## config.mk

```make
export PLATFORM = sky130hd
export DESIGN_NAME = i2s_frame_scheduler
export DESIGN_NICKNAME = d
export VERILOG_FILES = /design/src/rtl/i2s_frame_scheduler.sv
export SDC_FILE = /design/constraint.sdc
export NUM_CORES = 1
export LEC_CHECK = 0
export CORE_ASPECT_RATIO = 0.9
export CORE_MARGIN = 3
export CORE_UTILIZATION = 35
export CTS_BUF_LIST = sky130_fd_sc_hd__clkbuf_8
export DETAILED_ROUTE_END_ITERATION = 7
export PLACE_DENSITY = 0.67
export SYNTH_ARGS = -nofsm -noshare
export SYNTH_HDL_FRONTEND = slang
export SYNTH_SLANG_ARGS = --single-unit
```

## constraint.sdc

```tcl
create_clock -name clk -period 4.3 [get_ports clk]
set_input_delay 0.43 -clock clk [delete_from_list [all_inputs] [get_ports clk]]
set_output_delay 0.43 -clock clk [all_outputs]
set_load 0.02 [all_outputs]
```

## src/rtl/i2s_frame_scheduler.sv

```systemverilog
// I2S frame timing and sample sequencer: divides clk into BCLK/LRCLK, prefetches one
// stereo pair per frame from the selected source and strobes one slot word per slot.
module i2s_frame_scheduler #(
  parameter int unsigned CLK_DIV   = 2,
  parameter int unsigned SLOT_BITS = 16,
  parameter int unsigned NUM_SRC   = 4
) (
  input  logic                         clk,
  input  logic                         reset,
  input  logic                         enable,
  input  logic [$clog2(NUM_SRC)-1:0]   src_sel,
  input  logic [NUM_SRC-1:0]           src_valid,
  input  logic [NUM_SRC*SLOT_BITS-1:0] src_left,
  input  logic [NUM_SRC*SLOT_BITS-1:0] src_right,
  output logic [NUM_SRC-1:0]           src_ready,
  output logic                         bclk,
  output logic                         lrclk,
  output logic                         word_load,
  output logic [SLOT_BITS-1:0]         word_data,
  output logic                         frame_start,
  output logic [7:0]                   underrun_count
);

  localparam int unsigned SEL_W = $clog2(NUM_SRC);
  localparam int unsigned DIV_W = (CLK_DIV > 1) ? $clog2(CLK_DIV) : 1;
  localparam int unsigned BIT_W = $clog2(SLOT_BITS);
  localparam logic [DIV_W-1:0] DIV_LAST = DIV_W'(CLK_DIV - 1);
  localparam logic [BIT_W-1:0] BIT_LAST = BIT_W'(SLOT_BITS - 1);

  typedef enum logic {IDLE, RUN} state_t;

  state_t               state;
  state_t               next_state;
  logic [DIV_W-1:0]     div_cnt;
  logic [BIT_W-1:0]     bit_idx;
  logic [SEL_W-1:0]     active_sel;
  logic                 pair_valid;
  logic [SLOT_BITS-1:0] pair_l;
  logic [SLOT_BITS-1:0] pair_r;
  logic [SLOT_BITS-1:0] right_hold;

  logic                 div_wrap_c;
  logic                 fall_c;
  logic                 load_left_c;
  logic                 load_right_c;
  logic                 fetch_c;
  logic [SEL_W-1:0]     sel_c;

  logic [SLOT_BITS-1:0] left_arr  [NUM_SRC];
  logic [SLOT_BITS-1:0] right_arr [NUM_SRC];

  for (genvar i = 0; i < NUM_SRC; i++) begin : g_unpack
    assign left_arr[i]  = src_left[i*SLOT_BITS +: SLOT_BITS];
    assign right_arr[i] = src_right[i*SLOT_BITS +: SLOT_BITS];
  end

  // Out-of-range selections fall back to source 0
  assign sel_c   = ({1'b0, src_sel} < (SEL_W+1)'(NUM_SRC)) ? src_sel : '0;
  assign fetch_c = ~pair_valid & src_valid[active_sel];

  always_comb begin
    src_ready = '0;
    if (!reset) src_ready[active_sel] = ~pair_valid;
  end

  always_ff @(posedge clk or posedge reset) begin
    if (reset) state <= IDLE;
    else       state <= next_state;
  end

  // Slot boundaries sit on the BCLK fall that ends the last bit of a slot
  always_comb begin
    next_state   = state;
    load_left_c  = 1'b0;
    load_right_c = 1'b0;
    fall_c       = 1'b0;
    div_wrap_c   = (div_cnt == DIV_LAST);
    case (state)
      IDLE: begin
        if (enable) begin
          next_state  = RUN;
          load_left_c = 1'b1;
        end
      end
      RUN: begin
        fall_c = div_wrap_c & bclk;
        if (fall_c && (bit_idx == BIT_LAST)) begin
          if (!lrclk)      load_right_c = 1'b1;
          else if (enable) load_left_c  = 1'b1;
          else             next_state   = IDLE;
        end
      end
      default: next_state = IDLE;
    endcase
  end

  always_ff @(posedge clk or posedge reset) begin
    if (reset) begin
      div_cnt        <= '0;
      bit_idx        <= '0;
      bclk           <= 1'b0;
      lrclk          <= 1'b0;
      word_load      <= 1'b0;
      frame_start    <= 1'b0;
      word_data      <= '0;
      underrun_count <= '0;
      active_sel     <= '0;
      pair_valid     <= 1'b0;
      pair_l         <= '0;
      pair_r         <= '0;
      right_hold     <= '0;
    end else begin
      word_load   <= load_left_c | load_right_c;
      frame_start <= load_left_c;

      if ((state == RUN) && (next_state == RUN)) begin
        div_cnt <= div_wrap_c ? '0 : div_cnt + DIV_W'(1);
        if (div_wrap_c) bclk <= ~bclk;
        if (fall_c)     bit_idx <= (bit_idx == BIT_LAST) ? '0 : bit_idx + BIT_W'(1);
      end else begin
        div_cnt <= '0;
        bclk    <= 1'b0;
        bit_idx <= '0;
      end

      if (next_state == IDLE) lrclk <= 1'b0;
      if (state == IDLE) active_sel <= sel_c;

      if (fetch_c) begin
        pair_l     <= left_arr[active_sel];
        pair_r     <= right_arr[active_sel];
        pair_valid <= 1'b1;
      end

      // Left load consumes the prefetched pair, or plays silence on underrun
      if (load_left_c) begin
        lrclk      <= 1'b0;
        active_sel <= sel_c;
        if (pair_valid) begin
          word_data  <= pair_l;
          right_hold <= pair_r;
          pair_valid <= 1'b0;
        end else begin
          word_data  <= '0;
          right_hold <= '0;
          if (underrun_count != 8'hFF) underrun_count <= underrun_count + 8'd1;
        end
      end

      if (load_right_c) begin
        lrclk     <= 1'b1;
        word_data <= right_hold;
      end
    end
  end

endmodule

```

==> flow_metrics.env, run 1 <==
export IMPL_status="complete, no violations"
export IMPL_cts_tree="done"
export IMPL_seq_area_frac_synth_pct=49.4
export IMPL_netlist_area_um2=4310
export IMPL_reg2reg_slack_ns=1.79
export IMPL_syn_nets=476
export IMPL_setup_viol=0
export IMPL_power_density_nw_per_um2=400
export IMPL_die_area_um2=13700
export IMPL_cts_repair_resized=0
export IMPL_hold_buffers=0
export IMPL_cts_htree_levels=3
export IMPL_fin_crit_sh_pct=60.2
export IMPL_p_leak_nw=2.66
export IMPL_pwr_share_clk_pct=22.6
export IMPL_core_area_um2=11700
export IMPL_routabilityCongestion=0.781
export IMPL_die_w_um=123
export IMPL_ys_top_cells_by_area="dfrtp_1 49%, mux4_2 17%, mux2_2 9.1%"
export IMPL_finalCriticalPeriod_ns=2.59
export IMPL_route_detailed_drc=0
export IMPL_overflow=0
export IMPL_vias=3441
export IMPL_arrival_ns=2.16
export IMPL_synth_edf_count=0
export IMPL_wire_per_inst_um=17.0
export IMPL_rsz0062_at_grt="false"
export IMPL_reg2regPathDepth=3
export IMPL_detailed_place_hpwl_um=8380
export IMPL_critical_path_buf_inv_count=1
export IMPL_synth_main_ff_cell="dfrtp_1"
export IMPL_fin_nets=636
export IMPL_synth_most_common_cell="dfrtp_1"
export IMPL_seq_area_um2=2130
export IMPL_insertedDiodeCount=0
export IMPL_ir_worst_vdd_mv=0.162
export IMPL_clockRootBuffer="clkbuf_8"
export IMPL_grt_pass1_wl_um=17900
export IMPL_cts_sinks=85
export IMPL_numCtsBuffers=9
export IMPL_layout_drive_gt1_share_pct=19.3
export IMPL_max_cap_viol_count=0
export IMPL_synth_common_cells="85 x dfrtp_1, 48 x nand2_1, 35 x mux2_2"
export IMPL_maxSlewHeadroom_pct=28.1
export IMPL_grt_pass1_vias=3601
export IMPL_hold_path_startpoint="right_hold[0]$_DFFE_PP0P_"
export IMPL_port_buffers=168
export IMPL_yosysTopAreaCell="dfrtp_1"
export IMPL_seqPwrFrac_pct=48.0
export IMPL_netlist_instances=337
export IMPL_post_cts_buffers=0
export IMPL_cp_data_required_time_ns=3.87
export IMPL_avgSynthCellArea_um2=12.8
export IMPL_crit_path_top_delay_cell="dfrtp_2"
export IMPL_grt_use_total_pct=16.6
export IMPL_firstDrtPassIters=4
export IMPL_ios=169
export IMPL_drv_slew=0
export IMPL_p_int_mw=1.76
export IMPL_path_depth=2
export IMPL_path_cells="and3_1, clkdlybuf4s50_1"
export IMPL_synth_seq_cells=85
export IMPL_grt_max_degree=65
export IMPL_crit_start="active_sel[1]$_DFFE_PP0P_"
export IMPL_p_sw_share_pct=30.1
export IMPL_critPathTopFamily="flip-flops"
export IMPL_rr_endpoint="pair_r[1]$_DFFE_PP0P_"
export IMPL_hold_viol_final=0
export IMPL_end_kind="output port"
export IMPL_hold_path_class="flip-flop to flip-flop"
export IMPL_crit_end="src_ready[3]"
export IMPL_vias_per_cell=5.23
export IMPL_clk_latency_ns=0.36
export IMPL_timing_rr_start="active_sel[1]$_DFFE_PP0P_"
export IMPL_cts_buffer_depth=2
export IMPL_synth_top_area_share_pct=49.4
export IMPL_skew_ns=0.0105
export IMPL_drt_initial_drc_count=222
export IMPL_critPathMaxStageDelay_ns=0.93
export IMPL_clk_pin_slew_worst_paths_ns=0.08
export IMPL_drt_wl_total_um=11200
export IMPL_die_y_um=111
export IMPL_antenna_left=0
export IMPL_switchingPower_uw=759
export IMPL_initial_core_util_pct=36.8
export IMPL_worstPathMaxFanout=38
export IMPL_synth_distinct_cells=37
export IMPL_ys_warn_count=0
export IMPL_fin_tns_setup_ns=0
export IMPL_max_freq_mhz=386
export IMPL_comb_power_share_pct=29.5
export IMPL_power_mw=2.52
export IMPL_syn_to_final_growth_pct=46.2
export IMPL_worstSetupPathType="flip-flop to output port"
export IMPL_cp_start_kind="flip-flop"
export IMPL_ys_async_sr_fraction_pct=100
export IMPL_rows=37
export IMPL_multi_input_area_um2=2040
export IMPL_antenna_found_initial=0
export IMPL_tightest_slew_ns=1.08
export IMPL_fillCellCount=1022
metal layers:
| metal | part of all wire, % | vias to the layer above | GRT usage [%] |
|---|---|---|---|
| met1 | 40 | 1723 | 20.7 |
| met2 | 52 | 121 | 28.3 |
| met3 | 7.0 | 12 | 4.18 |
| met4 | 1.1 | 0 | 4.40 |
| met5 | 0 | - | 0 |
| li1 | - | 1585 | - |
power groups by stage:
stage | logic, mW | clock network (mW) | registers (mW)
detailed placement | 0.755 | 0 | 1.22
finish | 0.743 | 0.569 | 1.21
global route | 0.814 | 0.619 | 1.24
floorplan | 0.456 | 0 | 1.19
CTS | 0.756 | 0.583 | 1.21
global placement | 0.732 | 0 | 1.22
state kept, by name, indices dropped and copies added (netlist names), 2 cells and up:
register        cells
pair_r             16
active_sel          2
pair_l             16
underrun_count      8
right_hold         16
bit_idx             4
word_data          16
through the flow:
step | instance area, µm² | hold slack [ns] | utilization, % | std cells | setup slack [ns]
6_report | 6300 | 0.474 | 53.8 | 658 | 1.71
5_1_grt | 6300 | 0.500 | 53.8 | 658 | 1.58
4_1_cts | 6300 | 0.476 | 53.8 | 658 | 1.65
3_5_place_dp | 6100 | 0.458 | 52.1 | 642 | 1.55
3_3_place_gp | 6100 | 0.453 | 52.1 | 642 | 1.62
2_1_floorplan | 4310 | 0.439 | - | 337 | 1.68
kinds of logic after synthesis:
logic type | after synthesis | synth area share, %
flops | 85 | 49.4
mux | 68 | 26.4
xor+xnor | 8 | 1.63
simple gates | 117 | 13.4
buf+inv | 28 | 3.31
compound gates | 29 | 5.37
fa+ha+maj | 2 | 0.581
worst reg2reg max path, cell delays in order (launching register included):
cell	delay, ns
dfrtp_2	0.93
mux4_2	0.44
nand2b_2	0.61
mux2_2	0.42
cells in the final DEF, fill, tap and decap left out, drive strengths merged:
master,instances
a41oi,1
buf,5
xnor2,1
bufinv,1
nand4,2
and3,16
nor4,5
clkinvlp,1
a21oi,5
o211ai,2
nand2b,3
clkbuf,9
nand4b,1
nor3,4
xor2,7
mux2,35
nor2b,2
a221o,14
mux4,33
a31oi,2
nor2,11
dfrtp,85
and2,1
ha,2
nand2,48
clkinv,4
o21a,1
o21ai,3
clkdlybuf4s50,168
or3,1
inv,5
nand3,23
a21o,1
worst min-delay path by stage:
stage                                      endpoint  slack, ns  depth (start not counted)
after floorplan           right_hold[8]$_DFFE_PP0P_       0.44                          2
after global placement    right_hold[3]$_DFFE_PP0P_       0.45                          2
after detailed placement  right_hold[0]$_DFFE_PP0P_       0.46                          2
after CTS                 right_hold[0]$_DFFE_PP0P_       0.48                          2
after global routing      right_hold[9]$_DFFE_PP0P_       0.50                          2
final                     right_hold[0]$_DFFE_PP0P_       0.47                          2
area by class of cell:
type / instances / area share, %
Clock buffer: 9 / 1.97
Clock inverter: 7 / 1.17
Inverter: 4 / 0.258
Multi-Input combinational cell: 224 / 32.4
Sequential cell: 85 / 33.8
Tap cell: 156 / 3.10
Timing Repair Buffer: 173 / 27.3
(Power assumes the default switching activity.)
==> inputs of run 2 (changes only) <==
Clock period 4.3 ns to 2.55 ns, I/O delays scaled along.
==> run 2 against run 1 <==
Net effect: total power rose by 70%; global-route usage rose by 0.13 points; first-iteration DRC count fell by 3.6%; critical endpoint is now src_ready[0]; largest cell class unchanged; sequential power is 67% higher; non-clock buffer count rose by 7; clock power rose by 70%; sequential share of layout area fell by 0.40 points; worst setup slack worse by 1.4 ns.
==> flow_metrics.env, run 2 (synthesized netlist as in run 1, its figures left out) <==
export IMPL_finalCriticalPeriod_ns=2.19
export IMPL_cts_buffer_depth=2
export IMPL_die_y_um=111
export IMPL_fin_tns_setup_ns=0
export IMPL_grt_use_total_pct=16.7
export IMPL_hold_viol_final=0
export IMPL_syn_to_final_growth_pct=47.9
export IMPL_grt_pass1_wl_um=18200
export IMPL_clk_pin_slew_worst_paths_ns=0.09
export IMPL_max_freq_mhz=456
export IMPL_routabilityCongestion=0.829
export IMPL_post_cts_buffers=0
export IMPL_end_kind="output port"
export IMPL_cp_start_kind="flip-flop"
export IMPL_worstSetupPathType="flip-flop to output port"
export IMPL_clockRootBuffer="clkbuf_8"
export IMPL_rsz0062_at_grt="false"
export IMPL_reg2regPathDepth=7
export IMPL_overflow=0
export IMPL_setup_viol=0
export IMPL_die_w_um=123
export IMPL_reg2reg_slack_ns=0.36
export IMPL_skew_ns=0.0127
export IMPL_power_mw=4.29
export IMPL_final_common_cell="clkdlybuf4s50_1"
export IMPL_vias=3445
export IMPL_drt_wl_total_um=11200
export IMPL_antenna_found_initial=0
export IMPL_fin_nets=643
export IMPL_detailed_place_hpwl_um=8860
export IMPL_status="complete, no violations"
export IMPL_tightest_slew_ns=0.485
export IMPL_switchingPower_mw=1.29
export IMPL_power_density_nw_per_um2=673
export IMPL_core_area_um2=11700
export IMPL_clk_latency_ns=0.36
export IMPL_drt_initial_drc_count=214
export IMPL_wire_per_inst_um=16.9
export IMPL_port_buffers=168
export IMPL_die_area_um2=13700
export IMPL_mostFrequentLayoutCells="168 x clkdlybuf4s50_1, 83 x dfrtp_1, 48 x nand2_1"
export IMPL_cts_repair_resized=0
export IMPL_route_detailed_drc=0
export IMPL_ios=169
export IMPL_fin_crit_sh_pct=86.0
export IMPL_p_int_mw=2.99
export IMPL_vias_per_cell=5.18
export IMPL_rows=37
export IMPL_cts_tree="done"
export IMPL_layout_drive_gt1_share_pct=20.6
export IMPL_maxSlewHeadroom_pct=67.6
export IMPL_rr_endpoint="word_data[6]$_DFFE_PP0P_"
export IMPL_cp_data_required_time_ns=2.30
export IMPL_pwr_share_clk_pct=22.5
export IMPL_grt_pass1_vias=3693
export IMPL_p_sw_share_pct=30.2
export IMPL_hold_buffers=0
export IMPL_grt_max_degree=41
export IMPL_cts_sinks=85
export IMPL_numCtsBuffers=9
export IMPL_comb_power_share_pct=30.4
export IMPL_arrival_ns=1.94
export IMPL_cts_htree_levels=3
export IMPL_p_leak_nw=2.71
export IMPL_hold_path_class="primary input to async pin"
export IMPL_drv_slew=0
export IMPL_timing_rr_start="bit_idx[0]$_DFFE_PP0P_"
export IMPL_initial_core_util_pct=36.8
export IMPL_worstPathMaxFanout=20
export IMPL_ir_worst_vdd_mv=0.302
export IMPL_antenna_left=0
export IMPL_holdWs_ns=0.281
export IMPL_firstDrtPassIters=4
export IMPL_insertedDiodeCount=0
export IMPL_seqPwrFrac_pct=47.1
export IMPL_max_cap_viol_count=0
==> run 2: changes by cell type in the layout (fill, tap and decap cells not counted) <==
cell      previous run  this run
buf_12               0         1
buf_4                5        11
clkinv_2             3         2
clkinv_4             1         0
inv_6                2         4
nor2_2               1         0
nor2_4               0         1
o21a_1               1         0
o21a_2               0         1
==> run 2: worst max path at each step <==
stage | start | end | slack [ns] | cells after the start
after floorplan | reset | active_sel[0]$_DFFE_PP0P_ | 0.10 | 1
after global placement | enable | word_data[10]$_DFFE_PP0P_ | 0.15 | 6
after detailed placement | enable | word_data[6]$_DFFE_PP0P_ | 0.04 | 6
after CTS | bit_idx[0]$_DFFE_PP0P_ | word_data[6]$_DFFE_PP0P_ | 0.07 | 6
after global routing | bit_idx[0]$_DFFE_PP0P_ | word_data[6]$_DFFE_PP0P_ | 0.24 | 7
final | active_sel[1]$_DFFE_PP0P_ | src_ready[0] | 0.36 | 2
==> run 2: power by group through the flow <==
stage | Sequential (mW) | Clock, mW | Combinational (mW)
after floorplan | 2.01 | 0 | 0.770
after global placement | 2.02 | 0 | 1.29
after detailed placement | 2.04 | 0 | 1.32
after CTS | 2.02 | 0.995 | 1.33
after global routing | 2.06 | 1.05 | 1.43
final | 2.02 | 0.965 | 1.31
==> run 2: per-stage QoR <==
| stage | cells | instance area, µm² | utilization (%) | setup slack (ns) |
|---|---|---|---|---|
| 4_1_cts | 665 | 6370 | 54.4 | 0.0670 |
| 6_report | 665 | 6370 | 54.4 | 0.357 |
| 3_3_place_gp | 649 | 6170 | 52.7 | 0.146 |
| 3_5_place_dp | 649 | 6170 | 52.7 | 0.0426 |
| 5_1_grt | 665 | 6370 | 54.4 | 0.237 |
| 2_1_floorplan | 337 | 4310 | - | 0.102 |
==> run 2: worst max-delay path, cell delays in order (launching register included) <==
cell and delay, ns:
dfrtp_2 0.57, nor4_1 0.35, clkdlybuf4s50_1 0.67
==> run 2: cell type report <==
type	instances	area, µm²
fillers	1028	5340
well taps	156	195
inverters	4	16.3
multi-input cells	224	2050
repair buffers	180	1780
clock buffers	9	124
flip-flops and latches	85	2130
clock inverters	7	77.6
==> run 2: layer usage <==
layer / routed length [µm] / GRT usage, % / part of all wire, % / up-vias
met5: 0 / 0 / 0 / -
met4: 96 / 3.66 / 0.86 / 0
met3: 824 / 4.69 / 7.3 / 7
met2: 5900 / 29.2 / 53 / 114
met1: 4390 / 20.3 / 39 / 1730
li1: - / - / - / 1594
